<file path="config.mk">
export PLATFORM = sky130hd
export DESIGN_NAME = console_pin_ctrl
export DESIGN_NICKNAME = d
export VERILOG_FILES = /design/src/rtl/console_pin_ctrl_pkg.sv /design/src/rtl/console_pin_ctrl_event_arbiter.sv /design/src/rtl/console_pin_ctrl.sv
export SDC_FILE = /design/constraint.sdc
export NUM_CORES = 1
export LEC_CHECK = 0
export ABC_AREA = 1
export BUFFER_PORTS_ARGS = -buffer_cell sky130_fd_sc_hd__clkbuf_2
export CELL_PAD_IN_SITES_DETAIL_PLACEMENT = 0
export CELL_PAD_IN_SITES_GLOBAL_PLACEMENT = 2
export CORE_ASPECT_RATIO = 0.7
export CORE_MARGIN = 1
export CORE_UTILIZATION = 22
export DETAILED_ROUTE_END_ITERATION = 10
export GPL_ROUTABILITY_DRIVEN = 1
export PLACE_DENSITY_LB_ADDON = 0.1
export SLEW_MARGIN = 20
export SYNTH_ARGS = -nofsm -noshare
export SYNTH_HDL_FRONTEND = slang
export SYNTH_SLANG_ARGS = --single-unit
</file>
<file path="constraint.sdc">
create_clock -name clk -period 1.43 [get_ports clk]
set_input_delay 0.143 -clock clk [delete_from_list [all_inputs] [get_ports clk]]
set_output_delay 0.143 -clock clk [all_outputs]
set_load 0.01 [all_outputs]
</file>
<file path="src/rtl/console_pin_ctrl_pkg.sv">
// Shared PPU control-bit positions, output colour modes and event channel ids
// for the console pin controller.
package console_pin_ctrl_pkg;

    localparam int PPU_CTRL_BIT_SYNC_DATA  = 0;
    localparam int PPU_CTRL_BIT_DITHER     = 1;
    localparam int PPU_CTRL_BIT_RGB332_OUT = 2;

    localparam int EVENT_VBLANK = 0;
    localparam int EVENT_HBLANK = 1;

    typedef enum logic [1:0] {
        OUTMODE_RGB444HI = 2'd0,
        OUTMODE_DITH     = 2'd1,
        OUTMODE_RGB332   = 2'd2
    } outmode_e;

    // X0 is the more significant of the two pin bits per channel.
    typedef struct packed {
        logic b0, g0, r0, b1, g1, r1;
    } colour_t;

    function automatic outmode_e decode_mode(input logic rgb332, input logic dither);
        if (rgb332)      return OUTMODE_RGB332;
        else if (dither) return OUTMODE_DITH;
        else             return OUTMODE_RGB444HI;
    endfunction

    // rgb_in is {R,G,B} nibbles; rgb_dith_in pads are ordered {B0,B1,R0,R1,G1,G0}.
    function automatic colour_t pick_colour(input outmode_e mode, input logic [11:0] rgb,
                                            input logic [5:0] dith);
        colour_t c;
        if (mode == OUTMODE_DITH) begin
            c.b0 = dith[5]; c.b1 = dith[4];
            c.r0 = dith[3]; c.r1 = dith[2];
            c.g1 = dith[1]; c.g0 = dith[0];
        end else begin
            c.r0 = rgb[11]; c.r1 = rgb[10];
            c.g0 = rgb[7];  c.g1 = rgb[6];
            c.b0 = rgb[3];  c.b1 = rgb[2];
        end
        return c;
    endfunction

endpackage

</file>
<file path="src/rtl/console_pin_ctrl_event_arbiter.sv">
// Maskable event pending bits, sticky drop flags and a lowest-index-first
// request/ack handshake toward the serial transmitter.
module event_arbiter #(
    parameter int NUM_EVENTS = 4
) (
    input  logic                  clk,
    input  logic                  reset,
    input  logic [NUM_EVENTS-1:0] event_pulse,
    input  logic [NUM_EVENTS-1:0] event_en,
    input  logic                  tx_ack,
    input  logic                  drop_clr,
    output logic                  tx_request,
    output logic [((NUM_EVENTS > 1) ? $clog2(NUM_EVENTS) : 1)-1:0] event_id,
    output logic [NUM_EVENTS-1:0] event_drop
);
    localparam int IDW = (NUM_EVENTS > 1) ? $clog2(NUM_EVENTS) : 1;

    logic [NUM_EVENTS-1:0] pending_d, pending_q, drop_d, drop_q, set_v, clr_v;
    logic [IDW-1:0]        id_d, id_q, lowest;
    logic                  ack_v;

    always_comb begin
        ack_v     = tx_ack && (|pending_q);
        set_v     = '0;
        clr_v     = '0;
        pending_d = '0;
        drop_d    = '0;
        lowest    = '0;
        for (int i = 0; i < NUM_EVENTS; i++) begin
            set_v[i]     = event_pulse[i] & event_en[i];
            clr_v[i]     = ack_v && (id_q == IDW'(i));
            // A pulse landing with its own ack re-arms the channel instead of dropping.
            pending_d[i] = event_en[i] & (set_v[i] | (pending_q[i] & ~clr_v[i]));
            drop_d[i]    = ~drop_clr & (drop_q[i] | (set_v[i] & pending_q[i] & ~clr_v[i]));
        end
        for (int i = NUM_EVENTS - 1; i >= 0; i--) begin
            if (pending_d[i]) lowest = IDW'(i);
        end
        // Re-pick only when idle, on ack, or if the presented channel was withdrawn.
        if (!(|pending_q) || ack_v || !pending_d[id_q]) id_d = lowest;
        else                                             id_d = id_q;
    end

    always_ff @(posedge clk or posedge reset) begin
        if (reset) begin
            pending_q <= '0;
            drop_q    <= '0;
            id_q      <= '0;
        end else begin
            pending_q <= pending_d;
            drop_q    <= drop_d;
            id_q      <= id_d;
        end
    end

    assign tx_request = |pending_q;
    assign event_id   = id_q;
    assign event_drop = drop_q;

endmodule

</file>
<file path="src/rtl/console_pin_ctrl.sv">
// Pad-side controller: boot config capture, registered pads, PPU colour
// muxing, RAM address loopback and event arbitration toward the synth.
module console_pin_ctrl
    import console_pin_ctrl_pkg::*;
#(
    parameter int RAM_PINS   = 4,
    parameter int IO_BITS    = 2,
    parameter int NUM_EVENTS = 4,
    parameter int CFG_BITS   = 4
) (
    input  logic                  clk,
    input  logic                  reset,
    input  logic [7:0]            ui_in,
    input  logic [7:0]            uio_in,
    output logic [7:0]            uo_out,
    output logic [7:0]            uio_out,
    output logic [7:0]            uio_oe,
    output logic [CFG_BITS-1:0]   cfg,
    input  logic [7:0]            ppu_ctrl,
    input  logic                  ppu_reset,
    input  logic [RAM_PINS-1:0]   addr_pins,
    output logic [RAM_PINS-1:0]   data_pins,
    input  logic [IO_BITS-1:0]    tx_pins,
    output logic [IO_BITS-1:0]    rx_pins,
    input  logic [11:0]           rgb_in,
    input  logic [5:0]            rgb_dith_in,
    input  logic                  hsync,
    input  logic                  vsync,
    input  logic                  active,
    input  logic                  pix_phase,
    input  logic [NUM_EVENTS-1:0] event_pulse,
    input  logic [NUM_EVENTS-1:0] event_en,
    output logic                  tx_request,
    input  logic                  tx_ack,
    output logic [((NUM_EVENTS > 1) ? $clog2(NUM_EVENTS) : 1)-1:0] event_id,
    output logic [NUM_EVENTS-1:0] event_drop,
    input  logic                  drop_clr
);
    logic [CFG_BITS-1:0] cfg_d, cfg_q;
    logic [7:0]          ui_in_q, uio_in_q, uo_d, uo_q, uio_d, uio_q;
    logic [IO_BITS-1:0]  rx_d, rx_q;
    outmode_e            mode;
    colour_t             col;
    logic                unused_inputs;

    // Config is a plain flop loaded through the mux so it keeps no reset value.
    always_comb cfg_d = reset ? ui_in[CFG_BITS-1:0] : cfg_q;
    always_ff @(posedge clk) cfg_q <= cfg_d;

    assign rx_d = cfg_q[0] ? ui_in[4 +: IO_BITS] : uio_in[8-IO_BITS +: IO_BITS];

    always_ff @(posedge clk or posedge reset) begin
        if (reset) begin
            ui_in_q  <= '0;
            uio_in_q <= '0;
            rx_q     <= '0;
            uo_q     <= '0;
            uio_q    <= '0;
        end else begin
            ui_in_q  <= ui_in;
            uio_in_q <= uio_in;
            rx_q     <= rx_d;
            uo_q     <= uo_d;
            uio_q    <= uio_d;
        end
    end

    assign data_pins = ppu_ctrl[PPU_CTRL_BIT_SYNC_DATA] ? ui_in_q[RAM_PINS-1:0]
                                                        : ui_in[RAM_PINS-1:0];

    assign mode = decode_mode(ppu_ctrl[PPU_CTRL_BIT_RGB332_OUT], ppu_ctrl[PPU_CTRL_BIT_DITHER]);
    assign col  = pick_colour(mode, rgb_in, rgb_dith_in);
    assign uo_d = {hsync, col.b0, col.g0, col.r0, vsync, col.b1, col.g1, col.r1};

    always_comb begin
        uio_d                      = '0;
        uio_d[RAM_PINS-1:0]        = ppu_reset ? data_pins : addr_pins;
        uio_d[RAM_PINS +: IO_BITS] = tx_pins;
        if (mode == OUTMODE_RGB332) begin
            uio_d[6] = col.g1 & cfg_q[0];
            uio_d[7] = col.r1 & cfg_q[0];
        end else begin
            uio_d[6] = active;
            uio_d[7] = pix_phase & cfg_q[0];
        end
    end

    assign uo_out  = uo_q;
    assign uio_out = uio_q;
    assign uio_oe  = {{2{cfg_q[0] & ~reset}}, 6'h3F};
    assign rx_pins = rx_q;
    assign cfg     = cfg_q;

    event_arbiter #(.NUM_EVENTS(NUM_EVENTS)) u_arb (
        .clk         (clk),
        .reset       (reset),
        .event_pulse (event_pulse),
        .event_en    (event_en),
        .tx_ack      (tx_ack),
        .drop_clr    (drop_clr),
        .tx_request  (tx_request),
        .event_id    (event_id),
        .event_drop  (event_drop)
    );

    assign unused_inputs = ^{ppu_ctrl, ui_in_q, uio_in_q, uio_in};

endmodule

</file>
==> Word-level counts from Yosys, hierarchy flattened <==
Cells that the tools add are included.
Widths: inputs -> output; s select.
{ "op_classes": {"reduce_logical": 11, "mux": 13, "n_bitwise": 42, "n_eq_ne": 5, "order_cmp": 1} }
{ "ops": {"columns": ["operator", "n"], "rows": [
  ["$and 1x1->1", 28],
  ["$mux 2", 7],
  ["$mux 4", 2],
  ["$or 1x1->1", 8],
  ["$eq 2x2->1 const B", 3],
  ["$mux 6", 1],
  ["$not 1->1", 6],
  ["$logic_and 1x1->1", 5],
  ["$eq 2x1->1 const B", 2],
  ["$reduce_or 4->1", 1],
  ["$lt 2x3->1 const B", 1],
  ["$bmux 1 s2", 1],
  ["$logic_not 1->1", 2],
  ["$logic_not 2->1", 1],
  ["$logic_or 1x1->1", 2],
  ["$mux 1", 2]
]} }
{ "totals": {"register_bits": 36, "in_bits": 65, "out_inout_bits": 41} }

==> Longest topological paths before layout <==
{ "logic_depth": {"depth_word": 11, "mapped_depth": 12, "mapped_depth_nobuf": 12} }

==> Hierarchy <==
From an unflattened synthesis, not the netlist that was laid out.
{ "hier_totals": {"cells_unflattened": 172, "area_unflattened_um2": 1540.2} }
{ "by_module_without_submodules": {"columns": ["mod", "cells_per_inst", "area_each_um2", "n_inst", "seq_area_each_um2"], "rows": [
  ["console_pin_ctrl", 97, 984.7, 1, 670.6],
  ["event_arbiter", 75, 555.5, 1, 250.2]
]} }

==> Least setup slack after synthesis <==
No wires, ideal clock.
{ "synth_path": {"kind": "reg-to-reg", "from": "reg u_arb.pending_q[1]", "to": "reg u_arb.id_q[0] (netlist: u_arb.event_id[0])", "slack_ps": 68, "path_stages_with_launch": 13, "n_path_buf": 0, "arrival_time_ps": 1245, "path_cell_list": "dfrtp_1 -> nor2_1 -> nand2_2 -> nand3_1 -> nand2_1 -> nand2_1 -> nand2_2 -> nand2_1 -> nand2_1 -> nor2_2 -> nand2_1 -> nand2_1 -> nand2_1"} }
{ "synth_via": {"elab_chain_len": 11, "elab_cells_between_ends": 32, "classes_between": "6 x mux; 16 x bitwise; 10 x reduce/logical"} }
{ "synth_lines": {"columns": ["element", "line", "rtl"], "rows": [
  ["start, declared", "console_pin_ctrl_event_arbiter.sv:18", "logic [NUM_EVENTS-1:0] pending_d, pending_q, drop_d, drop_q, set_v, clr_v;"],
  ["start signal, assigned", "console_pin_ctrl_event_arbiter.sv:50", "pending_q <= pending_d;"],
  ["$reduce_or 4->1 (*)", null, null],
  ["net tx_request", "console_pin_ctrl.sv:33", "output logic tx_request,"],
  ["$logic_and 1x1->1", "console_pin_ctrl_event_arbiter.sv:23", "ack_v = tx_ack && (|pending_q);"],
  ["$logic_and 1x1->1", "console_pin_ctrl_event_arbiter.sv:31", "clr_v[i] = ack_v && (id_q == IDW'(i));"],
  ["$not 1->1", "console_pin_ctrl_event_arbiter.sv:33", "pending_d[i] = event_en[i] & (set_v[i] | (pending_q[i] & ~clr_v[i]));"],
  ["$and 1x1->1", "console_pin_ctrl_event_arbiter.sv:33", null],
  ["$or 1x1->1", "console_pin_ctrl_event_arbiter.sv:33", null],
  ["$and 1x1->1", "console_pin_ctrl_event_arbiter.sv:33", null],
  ["$mux 2 / $bmux 1 s2 (equally long branches)", "console_pin_ctrl_event_arbiter.sv:37, console_pin_ctrl_event_arbiter.sv:40", null],
  ["$mux 2 / $mux 1 (equally long branches)", "console_pin_ctrl_event_arbiter.sv:37, console_pin_ctrl_event_arbiter.sv:40", null],
  ["$mux 2 / $logic_not 1->1 (equally long branches)", "console_pin_ctrl_event_arbiter.sv:37, console_pin_ctrl_event_arbiter.sv:40", null],
  ["$mux 2 / $logic_or 1x1->1 (equally long branches)", "console_pin_ctrl_event_arbiter.sv:37, console_pin_ctrl_event_arbiter.sv:40", null],
  ["end signal, assigned", "console_pin_ctrl_event_arbiter.sv:52", "id_q <= id_d;"],
  ["end, declared", "console_pin_ctrl_event_arbiter.sv:19", "logic [IDW-1:0] id_d, id_q, lowest;"]
]} }
The timed path passes the listed nets; every way through them passes the cells marked *. The select of a mux whose other input is x is not followed.
A chain may end at the register's enable or synchronous reset.

==> Worst setup path in the final report <==
{ "layout_path": {"from": "reg u_arb.pending_q[0]", "to": "out tx_request"} }
{ "layout_via": {"elab_chain_len": 1} }
{ "layout_lines": {"columns": ["element", "line", "rtl"], "rows": [
  ["$reduce_or 4->1", "console_pin_ctrl_event_arbiter.sv:56", "assign tx_request = |pending_q;"],
  ["end, declared", "console_pin_ctrl.sv:33", null]
]} }
No other way between the ends.

==> results_dict.tcl <==
set metrics [dict create \
    hold_viol_final 0 \
    status "finished, violations left" \
    ioPinCount 106 \
    maxCapViolations 0 \
    synth.largest_area_cell "dfrtp_1" \
    setup_ws_ns -0.00331 \
    layout-drive-gt1-share_pct 55.2 \
    dp_hpwl_mm 3.06 \
    cp_data_arrival_time_ns 1.29 \
    placementRows 24 \
    grt_setup_unrepaired "true" \
    drc 0 \
    path_buf_inv 3 \
    reg2reg_depth 12 \
    synth-seq-area-share_pct 61.2 \
    cts_made_buffers 5 \
    htreeDepth 2 \
    crit_fanout 5 \
    nets 323 \
    grt_usage_pct 11.3 \
    yosysWarnings 0 \
    via_per_inst 3.75 \
    globalRouteMet2Util_pct 18.0 \
    vias 1314 \
    max_stage_delay_ns 0.39 \
    fillerInstances 689 \
    grt.busiest_layer "met2" \
    insertion_delay_ns 0.28 \
    finalCritPeriodShare_pct 100 \
    fp.dieW_um 101 \
    setup_viol 2 \
    grt_pass1_vias 1310 \
    crit_chain "nor2_2, nand2_2, buf_4, buf_4, clkbuf_2" \
    clkSinkCount 36 \
    syn-cell-area_mm2 0.00150 \
    port_buffers 80 \
    drt_first_iter_violations 18 \
    grt_antenna_before_repair 0 \
    drt_wl_total_mm 3.81 \
    synthFlopType "dfrtp_1" \
    whs_path_depth 3 \
    p_leak_nw 1.28 \
    maxClockFrequency_mhz 698 \
    path_delay_family "flip-flops" \
    yosysMostFrequentCell "dfrtp_1" \
    grt_pass1_wl_mm 6.09 \
    initial_utilization_pct 23.4 \
    syn_avg_cell_area_um2 10.7 \
    dp.cells 326 \
    cts_tree "built" \
    hold_class "primary input to flip-flop" \
    clk_pin_slew_ns 0.07 \
    cp.required_ns 1.29 \
    cp.depth 5 \
    synthDominantCellAreaShare_pct 53.2 \
    cp_slowest_cell "dfrtp_1" \
    ys_seq_elements 36 \
    violations "negative setup slack" \
    firstDrtPassIters 4 \
    r2r_slack_ns -0.003 \
    dp_slack_ns -0.156 \
    cts-root-buf "clkbuf_8" \
    ir_drop_v 0.000324 \
    syn2layout_area_growth_pct 59.9 \
    ys_types 16 \
    core_area_mm2 0.00643 \
    synth_common_cells "dfrtp_1 (32), nand2_1 (29), inv_1 (20)" \
    synthArstFlopShare_pct 88.9 \
    power_density_mw_per_mm2 1080 \
    finalCriticalPeriod_ns 1.43 \
    routedWlPerCell_um 10.9 \
    dieArea_mm2 0.00718 \
    start_kind "flip-flop" \
    finalNonFillerCells 350 \
    overflow 0 \
    grt_use_met1_pct 14.2 \
    grt_max_degree 19 \
    synth_edf_count 4 \
    clockBufferDepth 2 \
    die_h_um 71.2 \
    grt_util_met3_pct 4.64 \
    ant_nets 0 \
    cp-end-kind "output pin" \
    drv_slew 0 \
    antennaDiodeCount 0 \
    path_class "flip-flop to output pin" \
    place_congestion 0.709 \
    fin_tns_setup_ns -0.00505 \
    syn_inst 141 \
    crit_top_cell "buf_4" \
    clock_skew_ns 0.00257 \
    synthTopCellsByArea "dfrtp_1 (53%), mux2_2 (9.7%), edfxtp_1 (8.0%)" \
]
==> flip-flops by register name, summed over array words and instances (netlist names) <==
| signal | flops |
|---|---|
| cfg | 4 |
| rx_pins | 2 |
| u_arb.event_drop | 4 |
| u_arb.event_id | 2 |
| u_arb.pending_q | 4 |
| ui_in_q | 4 |
| uio_out | 8 |
| uo_out | 8 |
==> layout by cell type, fill, tap and decap left out <==
cell type and n:
a21oi_4 1, bufinv_16 1, clkinv_2 1, a21boi_4 1, clkbuf_1 1, mux2_2 13
nor2_1 5, clkbuf_2 80, dfrtp_1 31, nand3_2 4, nand3_1 3, nand2_1 25
nand4_1 4, conb_1 6, nor2_2 4, edfxtp_1 4, nand2_2 8, clkbuf_8 5
buf_4 23, a21oi_1 7, nor2_4 1, dlygate4sd3_1 9, dfrtp_2 1, o21ai_0 1
inv_1 20
==> final timing paths <==
kind                                     startpoint                  end
max in group asynchronous                     reset    u_arb.event_id[1]
worst max register to register   u_arb.pending_q[0]    u_arb.event_id[1]
worst max-delay path             u_arb.pending_q[0]           tx_request
worst min-delay path                      uio_in[7]           rx_pins[1]
worst min register to register  u_arb.event_drop[0]  u_arb.event_drop[0]
min in group asynchronous                     reset           rx_pins[0]
==> metal layers <==
| metal | vias to the layer above | share of wire [%] | routed length, um |
|---|---|---|---|
| met5 | - | 0 | 0 |
| met4 | 0 | 0.58 | 22 |
| met3 | 2 | 7.4 | 283 |
| met2 | 48 | 46 | 1760 |
| met1 | 596 | 46 | 1740 |
| li1 | 668 | - | - |
==> cell type report <==
type                            count  area [um2]  area share, %
Sequential cell                    36         922           38.3
Timing Repair Buffer              112         663           27.6
Multi-Input combinational cell     83         523           21.7
Tap cell                           91         114           4.73
Inverter                           20        75.1           3.12
Clock buffer                        6        72.6           3.02
Clock inverter                      2        35.0           1.46
==> power by group <==
| group | switching (mW) | leakage [nW] | total (mW) | internal [mW] |
|---|---|---|---|---|
| combinational | 0.291 | 0.801 | 0.573 | 0.283 |
| clock | 0.340 | 0.0552 | 0.857 | 0.517 |
| sequential | 0.0434 | 0.427 | 1.16 | 1.11 |
==> worst reg2reg max path: cells and delay by family, from the launching register on <==
kind	cells	cell delay, ns
flops	1	0.39
simple gates	12	0.92
==> metrics by stage <==
step	power [mW]	hold WS, ns	utilization [%]	instance area [um2]
5_1_grt	2.76	0.0503	37.4	2400
4_1_cts	2.60	0.0490	36.4	2340
2_1_floorplan	1.42	0.174	-	1520
3_5_place_dp	1.68	0.253	32.7	2100
6_report	2.59	0.0574	37.4	2400
3_3_place_gp	1.67	0.251	32.7	2100
==> logic make-up (layout without fill, tap and decap cells) <==
family / Yosys count / in the layout / synth area share (%)
AND/OR/NAND/NOR: 54 / 54 / 16.1
multiplexers: 13 / 13 / 9.73
AO/OA/AOI/OAI: 10 / 10 / 4.24
flip-flops: 36 / 36 / 61.2
buffers and inverters: 27 / 140 / 8.49
other: 1 / 6 / 0.249
==> timing repair <==
action                                  in CTS  in global routing
hold buffers                                 9                  0
setup buffers                                2                  5
hold endpoints to repair                    40                  0
pin swaps                                    1                  8
gates resized for setup                      5                  9
endpoints found under the setup margin       2                  2
Power figures use the tool's default switching activity.
